===== src/rtl/ad9833_spi_rx.sv =====
// AD9833 3-wire write receiver: deserialises 16-bit words from sclk/fsync/sdata
// and keeps shadow copies of the control, frequency and phase registers.
module ad9833_spi_rx #(
   parameter int SYNC_STAGES = 2
) (
   input  logic        clk,
   input  logic        rst_n,
   input  logic        spi_sclk,
   input  logic        spi_fsync,
   input  logic        spi_sdata,
   output logic [15:0] rx_data,
   output logic        rx_valid,
   output logic        frame_err,
   output logic        busy,
   output logic [15:0] ctrl_reg,
   output logic [27:0] freq0_reg,
   output logic [27:0] freq1_reg,
   output logic [11:0] phase0_reg,
   output logic [11:0] phase1_reg
);

   typedef enum logic {IDLE, SHIFT} state_e;

   logic [2:0]  s_bus;
   logic        s_sclk, s_fsync, s_sdata;
   logic        prev_sclk_q, fall;
   state_e      state_q, state_d;
   logic [3:0]  cnt_q, cnt_d;
   logic [15:0] sh_q, sh_d, data_q, data_d, ctrl_q, ctrl_d;
   logic        vld_q, vld_d, ferr_q, ferr_d;
   logic [27:0] f0_q, f0_d, f1_q, f1_d;
   logic [11:0] p0_q, p0_d, p1_q, p1_d;
   logic        pend_q, pend_d, ptgt_q, ptgt_d;
   logic [15:0] word;
   logic        done, tgt, msb;

   generate
      if (SYNC_STAGES == 0) begin : g_nosync
         assign s_bus = {spi_sclk, spi_fsync, spi_sdata};
      end else begin : g_sync
         logic [2:0] sync_q [SYNC_STAGES];
         // Flops reset to the idle bus level so release never fakes an edge
         always_ff @(posedge clk or negedge rst_n) begin
            if (!rst_n) begin
               for (int i = 0; i < SYNC_STAGES; i++) sync_q[i] <= 3'b111;
            end else begin
               sync_q[0] <= {spi_sclk, spi_fsync, spi_sdata};
               for (int i = 1; i < SYNC_STAGES; i++) sync_q[i] <= sync_q[i-1];
            end
         end
         assign s_bus = sync_q[SYNC_STAGES-1];
      end
   endgenerate

   assign {s_sclk, s_fsync, s_sdata} = s_bus;
   assign fall = prev_sclk_q & ~s_sclk;
   assign word = {sh_q[14:0], s_sdata};

   always_ff @(posedge clk or negedge rst_n) begin
      if (!rst_n) begin
         prev_sclk_q <= 1'b1;
         state_q     <= IDLE;
         cnt_q       <= '0;
         sh_q        <= '0;
         data_q      <= '0;
         vld_q       <= 1'b0;
         ferr_q      <= 1'b0;
         ctrl_q      <= '0;
         f0_q        <= '0;
         f1_q        <= '0;
         p0_q        <= '0;
         p1_q        <= '0;
         pend_q      <= 1'b0;
         ptgt_q      <= 1'b0;
      end else begin
         prev_sclk_q <= s_sclk;
         state_q     <= state_d;
         cnt_q       <= cnt_d;
         sh_q        <= sh_d;
         data_q      <= data_d;
         vld_q       <= vld_d;
         ferr_q      <= ferr_d;
         ctrl_q      <= ctrl_d;
         f0_q        <= f0_d;
         f1_q        <= f1_d;
         p0_q        <= p0_d;
         p1_q        <= p1_d;
         pend_q      <= pend_d;
         ptgt_q      <= ptgt_d;
      end
   end

   always_comb begin
      state_d = state_q;
      cnt_d   = cnt_q;
      sh_d    = sh_q;
      data_d  = data_q;
      vld_d   = 1'b0;
      ferr_d  = 1'b0;
      ctrl_d  = ctrl_q;
      f0_d    = f0_q;
      f1_d    = f1_q;
      p0_d    = p0_q;
      p1_d    = p1_q;
      pend_d  = pend_q;
      ptgt_d  = ptgt_q;
      done    = 1'b0;
      tgt     = word[15];
      msb     = 1'b0;
      unique case (state_q)
         IDLE: begin
            if (!s_fsync) begin
               state_d = SHIFT;
               cnt_d   = '0;
            end
         end
         SHIFT: begin
            if (fall) begin
               sh_d  = word;
               cnt_d = cnt_q + 4'd1;
               done  = (cnt_q == 4'hF);
            end
            // A coincident fall is counted before judging the frame end
            if (s_fsync) begin
               state_d = IDLE;
               ferr_d  = (cnt_d != 4'd0);
               cnt_d   = '0;
            end
         end
      endcase
      if (done) begin
         data_d = word;
         vld_d  = 1'b1;
         unique case (word[15:14])
            2'b00: begin
               ctrl_d = word;
               pend_d = 1'b0;
            end
            2'b01, 2'b10: begin
               if (ctrl_q[13]) begin
                  msb    = pend_q && (ptgt_q == tgt);
                  pend_d = !msb;
                  ptgt_d = tgt;
               end else begin
                  msb    = ctrl_q[12];
                  pend_d = 1'b0;
               end
               if (tgt) begin
                  if (msb) f1_d[27:14] = word[13:0];
                  else     f1_d[13:0]  = word[13:0];
               end else begin
                  if (msb) f0_d[27:14] = word[13:0];
                  else     f0_d[13:0]  = word[13:0];
               end
            end
            2'b11: begin
               if (word[13]) p1_d = word[11:0];
               else          p0_d = word[11:0];
            end
         endcase
      end
   end

   assign rx_data    = data_q;
   assign rx_valid   = vld_q;
   assign frame_err  = ferr_q;
   assign busy       = ~s_fsync;
   assign ctrl_reg   = ctrl_q;
   assign freq0_reg  = f0_q;
   assign freq1_reg  = f1_q;
   assign phase0_reg = p0_q;
   assign phase1_reg = p1_q;

endmodule


===== config.mk =====
export PLATFORM = sky130hd
export DESIGN_NAME = ad9833_spi_rx
export DESIGN_NICKNAME = d
export VERILOG_FILES = /design/src/rtl/ad9833_spi_rx.sv
export SDC_FILE = /design/constraint.sdc
export NUM_CORES = 1
export LEC_CHECK = 0
export BUFFER_PORTS_ARGS = -buffer_cell sky130_fd_sc_hd__buf_2
export CORE_MARGIN = 5
export CORE_UTILIZATION = 58
export DETAILED_ROUTE_END_ITERATION = 10
export GPL_TIMING_DRIVEN = 1
export PLACE_DENSITY_LB_ADDON = 0.15
export SYNTH_ARGS = -nofsm -noshare
export SYNTH_HDL_FRONTEND = slang
export SYNTH_SLANG_ARGS = --single-unit

===== constraint.sdc =====
create_clock -name clk -period 3.4 [get_ports clk]
set_input_delay 0.34 -clock clk [delete_from_list [all_inputs] [get_ports clk]]
set_output_delay 0.34 -clock clk [all_outputs]
set_load 0.01 [all_outputs]

Word level (Yosys, flattened, before mapping) --
Index checks and enable logic that the tools add are counted.
Storage, ports and cells: logic and storage cells 64, memories kept 0, output and inout bits 115, RAM bits 0, register bits after elaboration 143, bits in latches 0, input bits 5, ROM bits 0
Operators by class: reduce and logical (&&, ||, !) cells 16, multipliers 0, add/sub/neg operators 1, order comparisons 0, muxes and demuxes 16, bitwise logic cells 7, shifts and indexed selects 0, div/mod/pow operators 0, equal/unequal tests 6
Operator list (count):
- two-way mux 4 bit | 4
- AND reduction 4 bit | 4
- two-way mux 1 bit | 10
- AND reduction 3 bit | 3
- one-hot mux 4 bit (2 select lines) | 1
- NOT 1 bit | 6
- AND reduction 2 bit | 3
- adder 4 x 1 -> 4 bit (second input constant) | 1
- equality test 2 bit (second input constant) | 2
- equality test 4 bit (second input constant) | 1
- nonzero test 4 bit | 1
- equality test 2 x 1 -> 1 bit (second input constant) | 1
- zero test 2 bit | 1
- inequality test 2 bit (second input constant) | 1
- one-hot mux 1 bit (2 select lines) | 1
- nonzero test 2 bit | 1
- OR reduction 2 bit | 1
- bitwise AND 1 bit | 1
- equality test 1 bit | 1
- logical AND 1 bit | 1
- zero test 1 bit | 1

Longest topological paths before layout --
Gate-level depths: netlist of the first run.
depth after elaboration 7, gate-level depth with buffers 7

Worst setup path before layout of the first run --
Ideal clock, no wire load.
path type flip-flop to flip-flop, start register sh_q[14], end register f1_q[10], in the netlist freq1_reg[10], cell stages (with the launch flop) 8, library setup time 0.125 ns, arrival 1.700 ns, buffers on the path 3, data required time 3.275 ns, setup slack 1.575 ns, cells stage by stage dfrtp_1 -> buf_4 -> inv_1 -> ha_1 -> and4_1 -> buf_2 -> buf_6 -> mux2_4
On the way: word-level cells in the longest chain between the ends 7
Ends and longest elaborated chain:
- start, declared | line 29 | logic [15:0] sh_q, sh_d, data_q, data_d, ctrl_q, ctrl_d;
- start signal, assigned | line 64 | sh_q <= '0;
- start signal, assigned | line 79 | sh_q <= sh_d;
- equality test 1 bit | line 141 | msb = pend_q && (ptgt_q == tgt);
- logical AND 1 bit | line 141
- two-way mux 1 bit | line 140 | if (ctrl_q[13]) begin
- two-way mux 1 bit | line 134 | unique case (word[15:14])
- two-way mux 1 bit | line 131 | if (done) begin
- NOT 1 bit (no source line)
- AND reduction 4 bit (no source line) *
- end signal, assigned | line 70 | f1_q <= '0;
- end signal, assigned | line 85 | f1_q <= f1_d;
- end, declared | line 31 | logic [27:0] f0_q, f0_d, f1_q, f1_d;
Mark *: on every way between the ends. The rest lies on a longest branch, timed or not. The select of a mux whose other input is x is not followed. A chain may end at the register's enable or synchronous reset.

Final worst setup path of the first run --
start register prev_sclk_q, end register f1_q[2], in the netlist freq1_reg[2]
On the way: word-level cells in the longest chain between the ends 4
Ends and longest elaborated chain:
- start, declared | line 26 | logic prev_sclk_q, fall;
- start signal, assigned | line 76 | prev_sclk_q <= s_sclk;
- bitwise AND 1 bit | line 56 | assign fall = prev_sclk_q & ~s_sclk;
- two-way mux 1 bit | line 118 | if (fall) begin
- two-way mux 1 bit | line 110 | unique case (state_q)
- AND reduction 4 bit (no source line)
Every way passes these cells.

==> flow_summary.toml, run 1 <==
[synthesis]
synth_cell_types = 36
synth_area_leaders = "dfrtp_1 (61%), mux2_2 (20%), mux2_4 (5.4%), dfstp_2 (3.3%), mux2_1 (1.4%)"
synth.avg_cell_area_um2 = 16.18
synth-simple-area-share_pct = 3.241
synth_fa_ha_area_share_pct = 0.6705
synth_top_family_by_area = "multiplexers"
synth_top_area_share_pct = 60.80
synth_seq_cells = 143
yosys.area_share.xor_xnor_pct = 0.7599
synth.area.mux_share_pct = 27.27
syn_area_um2 = 5598
syn-instance-count = 346
yosys.area.top_type = "dfrtp_1"
synth_compound_area_share_pct = 1.229
ys_warn_count = 0
ys_seq_area_share_pct = 64.08
syn-num-nets = 354

[sta]
fin_crit_ps = 2626
post-route-period-util_pct = 77.24
setup_tns_ps = 0
fmax_ghz = 0.3808
tightestPinTransition_ps = 1047
fin_worst_skew_ps = 11.55
slew_headroom_pct = 30.22
final_hold_viol_count = 0
rsz0062_at_grt = "false"
slew_violations = 0
setup_viol = 0

[power]
p_sw_mw = 0.8674
power_frac_comb_pct = 2.8
pwr-share-clk_pct = 47.8
switching_share_pct = 22.76
fin_total_pwr_mw = 3.811
ir_worst_vdd_mv = 0.3652
power.internal_mw = 2.943
p_seq_share_pct = 49.4
p_leak_nw = 3.794
powerDensity_nw_per_um2 = 554.3

[critical_path]
path_cells = "nand3b_4 > nor2_4 > and4_1 > mux2_2"
reg2reg_from = "prev_sclk_q"
cp_data_arrival_time_ps = 3010
crit_required_ps = 3790
startpoint = "prev_sclk_q"
path_buf_inv = 0
critPathMaxStageDelay_ps = 950
rr_endpoint = "freq1_reg[2]"
r2r_slack_ps = 770
reg2reg_depth = 4
critPathCaptureType = "register"
start_kind = "register"
cp_slowest_cell = "and4_1"
critPathTopFamily = "simple AND/OR/NAND/NOR gates"
worstSetupPathType = "reg2reg"
cp_max_fo = 18

[floorplan]
die_y_um = 108.2
ioPinCount = 120
fp-row-count = 35
die_w_um = 108.2
core_area_um2 = 9328
die_area_um2 = 11720
initial_core_util_pct = 60.01

[status]
status = "complete, no violations"

[grt]
grt_overflow = 0
grt_antenna_before_repair = 0
grt_pass1_vias = 3487
grt_pass1_wl_um = 19190
grt_usage_pct = 21.81
grt_max_degree = 99

[layout]
num_antenna_cells = 0
multi_input_area_um2 = 1857
final_common_cell = "dfrtp_1"
area_delta_synth_final_pct = 22.82
n_fill_cell = 623
nNetsFinal = 473
drive_gt1_share_pct = 60.25
final_cell_mix = "dfrtp_1 (136), buf_2 (118), mux2_2 (101)"
regArea_um2 = 3587

[routing]
route.detailed.drc = 0
firstDrtPassIters = 4
ant_nets = 0
avgRoutedWirePerCell_um = 19.30
vias = 3267
first_iter_violations = 100
wl_um = 11720
viasPerCell = 5.382

[clocking]
cts_buffers = 17
cts.reportedPaths.clkPinSlew_ps = 60
cts_setup_buffers = 0
clk_latency_ps = 510
cts_resized = 0
tritoncts = "yes"
htree_levels = 4
cts_sinks = 143
cts.path.max_buffers = 2
cts_root_buf = "clkbuf_8"

[min_path]
hp-start = "g_sync.sync_q[4]"
hold_depth = 0
hold_end = "s_bus[1]"
hp-class = "reg2reg"

[run]
maxCapViolations = 0

[placed_design]
gp_congestion = 0.8105
dp_hpwl_um = 7708
io_buffer_count = 119
[per-stage QoR]
step                      hold slack [ps]  cell area [µm²]  utilization (%)  setup WS (ps)  instances
after detailed placement            347.5             6241            66.91          739.2        571
after global routing                358.5             6875            73.71          644.3        607
after global placement              346.4             6241            66.91          802.4        571
after floorplan                     44.41             5598                -           1575        346
after CTS                           356.9             6875            73.71          726.9        607
final                               355.7             6875            73.71          773.7        607
[synthesized netlist by cell type, drive strengths merged]
master  number
xnor2        2
o31ai        1
ha           3
and3b        1
nor2         2
xor2         2
nand2        9
nand3b       1
and4         2
nor3         1
dfrtp      136
nand2b       1
buf         24
dfstp        7
or3          1
a21oi        2
inv          3
o21ai        6
mux2i        1
nand3        3
mux2       128
clkbuf       2
nor2b        2
a31o         1
nand4        3
a31oi        2
[power groups by stage]
stage / Sequential, mW / Combinational [mW] / Clock [mW]
floorplan: 1.80 / 0.142 / 0
global placement: 1.91 / 0.102 / 0
detailed placement: 1.91 / 0.105 / 0
CTS: 1.88 / 0.110 / 1.86
global route: 1.90 / 0.121 / 1.94
finish: 1.88 / 0.106 / 1.82
[what timing repair did]
action,CTS,global route
hold buffers,4,0
endpoints found under the hold margin,94,0
endpoints found under the setup margin,0,0
[worst reg2reg max path, stage by stage, from the launching register on]
cell      delay (ps)
dfstp_2          560
nand3b_4         240
nor2_4           350
and4_1           950
mux2_2           420
[per-layer routing]
metal / part of all wire [%] / global-route usage [%]
met5: 0 / 0
met4: 1.1 / 5.681
met1: 45 / 30.02
met2: 49 / 34.68
met3: 4.8 / 5.970
[layout make-up]
cell class | instances | area share [%]
flip-flops and latches | 143 | 52.17
multi-input cells | 174 | 27.01
repair buffers | 126 | 9.663
clock buffers | 19 | 6.278
clock inverters | 13 | 2.366
well taps | 129 | 2.348
inverters | 3 | 0.1638
[worst max path at each step]
stage	end	slack (ps)	cells past startpoint
6_report	freq1_reg[2]	770	4
5_1_grt	freq1_reg[0]	640	4
4_1_cts	freq1_reg[2]	730	4
3_5_place_dp	freq1_reg[2]	740	4
3_3_place_gp	freq1_reg[0]	800	4
2_1_floorplan	freq1_reg[10]	1580	7
[logic make-up after synthesis]
| logic type | after synthesis |
|---|---|
| buffers and inverters | 29 |
| DFF | 143 |
| xor gates and xnor gates | 4 |
| muxes | 129 |
| and+or+nand+nor | 26 |
| adders and majority gates | 3 |
| AOI/OAI and AO/OA | 12 |
Power figures use the tool's default switching activity.
==> inputs of run 2 (changes only) <==
- CORE_UTILIZATION: 58 -> 54
- clock period: 3.4 -> 2.48 ns (I/O delays scaled with it)
==> run 2 against run 1 <==
Critical path depth is the same. Global-route usage is 1.9 points lower. Core utilization down 5.5 points. Largest power group is now the clock network. Largest cell class unchanged. Combinational power up 41%. Worst setup slack got worse by 560 ps.
==> flow_summary.toml, run 2 (synthesis results as in run 1) <==
[sta]
final_hold_viol_count = 0
slew_violations = 0
fin_crit_ps = 2264
tightestPinTransition_ps = 654.6
setup_tns_ps = 0
slew_headroom_pct = 56.36
setup_viol = 0
fmax_ghz = 0.4417
rsz0062_at_grt = "false"
fin_worst_skew_ps = 4.588
post-route-period-util_pct = 91.28

[layout]
layout.cells.non_filler = 620
area_delta_synth_final_pct = 24.74
nNetsFinal = 479
regArea_um2 = 3587
final_cell_mix = "dfrtp_1 (136), buf_2 (118), mux2_2 (101)"
n_fill_cell = 733
final_util_pct = 68.25
num_antenna_cells = 0
final_common_cell = "dfrtp_1"
drive_gt1_share_pct = 60.54
multi_input_area_um2 = 1857

[clocking]
cts.path.max_buffers = 2
cts_buffers = 17
cts_sinks = 143
cts_setup_buffers = 0
clk_latency_ps = 520
htree_levels = 4
cts_resized = 0
cts.reportedPaths.clkPinSlew_ps = 60
tritoncts = "yes"
cts_root_buf = "clkbuf_8"

[placed_design]
dp_hpwl_um = 7666
io_buffer_count = 119
placed_cells = 584
gp_congestion = 0.7827

[routing]
ant_nets = 0
avgRoutedWirePerCell_um = 19.14
vias = 3281
first_iter_violations = 167
route.detailed.drc = 0
wl_um = 11870
viasPerCell = 5.292
firstDrtPassIters = 4

[power]
powerDensity_nw_per_um2 = 767.7
fin_total_pwr_mw = 5.361
ir_worst_vdd_mv = 0.4235
p_leak_nw = 3.864

[floorplan]
fp-row-count = 37
die_y_um = 111.8
initial_core_util_pct = 54.71
die_w_um = 111.8
die_area_um2 = 12500
ioPinCount = 120
core_area_um2 = 10230

[critical_path]
critPathCaptureType = "register"
reg2reg_depth = 4
cp_max_fo = 14
crit_required_ps = 2880
worstSetupPathType = "reg2reg"
cp_data_arrival_time_ps = 2660
start_kind = "register"

[min_path]
hp-class = "in2async"

[grt]
grt_usage_pct = 19.94
grt_max_degree = 73
grt_overflow = 0
grt_pass1_vias = 3403
grt_pass1_wl_um = 19200
grt_antenna_before_repair = 0

[status]
status = "complete, no violations"

[run]
maxCapViolations = 0
## run 2: worst max-delay path, cell delays in order (launching register included)
cell	delay, ps
dfrtp_1	520
inv_1	160
ha_1	420
nand4_2	530
mux2_2	500
## run 2: worst paths after layout
check	start	end	slack, ps
min in group clk	g_sync.sync_q[5]	s_bus[2]	360
max in group asynchronous	rst_n	ctrl_reg[9]	1420
setup / recovery	sh_q[14]	freq0_reg[27]	220
hold / removal	rst_n	phase0_reg[5]	310
setup reg to reg	sh_q[14]	freq0_reg[27]	220
hold reg to reg	g_sync.sync_q[5]	s_bus[2]	360
## run 2: stage by stage
stage,hold WS (ps),area [µm²],setup slack [ps]
6_report,311.9,6983,216.2
5_1_grt,352.7,6983,92.80
4_1_cts,321.4,6983,231.7
3_5_place_dp,304.9,6320,241.6
3_3_place_gp,301.5,6320,321.7
2_1_floorplan,-47.59,5598,655.1
## run 2: area by class of cell
cell class	instances	area share [%]
clock buffers	22	6.630
clock inverters	10	2.294
inverters	3	0.1613
multi-input cells	174	26.59
flip-flops and latches	143	51.37
well taps	136	2.437
repair buffers	132	10.52
## run 2: per-layer routing
layer / routed length (µm) / track usage [%] / share of wire [%] / vias up
met5: 0 / 0 / 0 / -
met4: 182 / 6.813 / 1.5 / 0
met3: 630 / 5.924 / 5.3 / 15
met2: 5713 / 30.94 / 48 / 99
met1: 5340 / 27.04 / 45 / 1697
li1: - / - / - / 1470
## run 2: repair_timing
item                       4_1_cts  5_1_grt
hold buffers                     4        0
setup endpoints to repair        0        0
hold endpoints to repair        66        0
## run 2: power breakdown
group          internal, mW  switching [mW]
Combinational        0.0759          0.0734
Clock                  1.71           0.925
Sequential             2.41           0.169
Total                  4.19            1.17
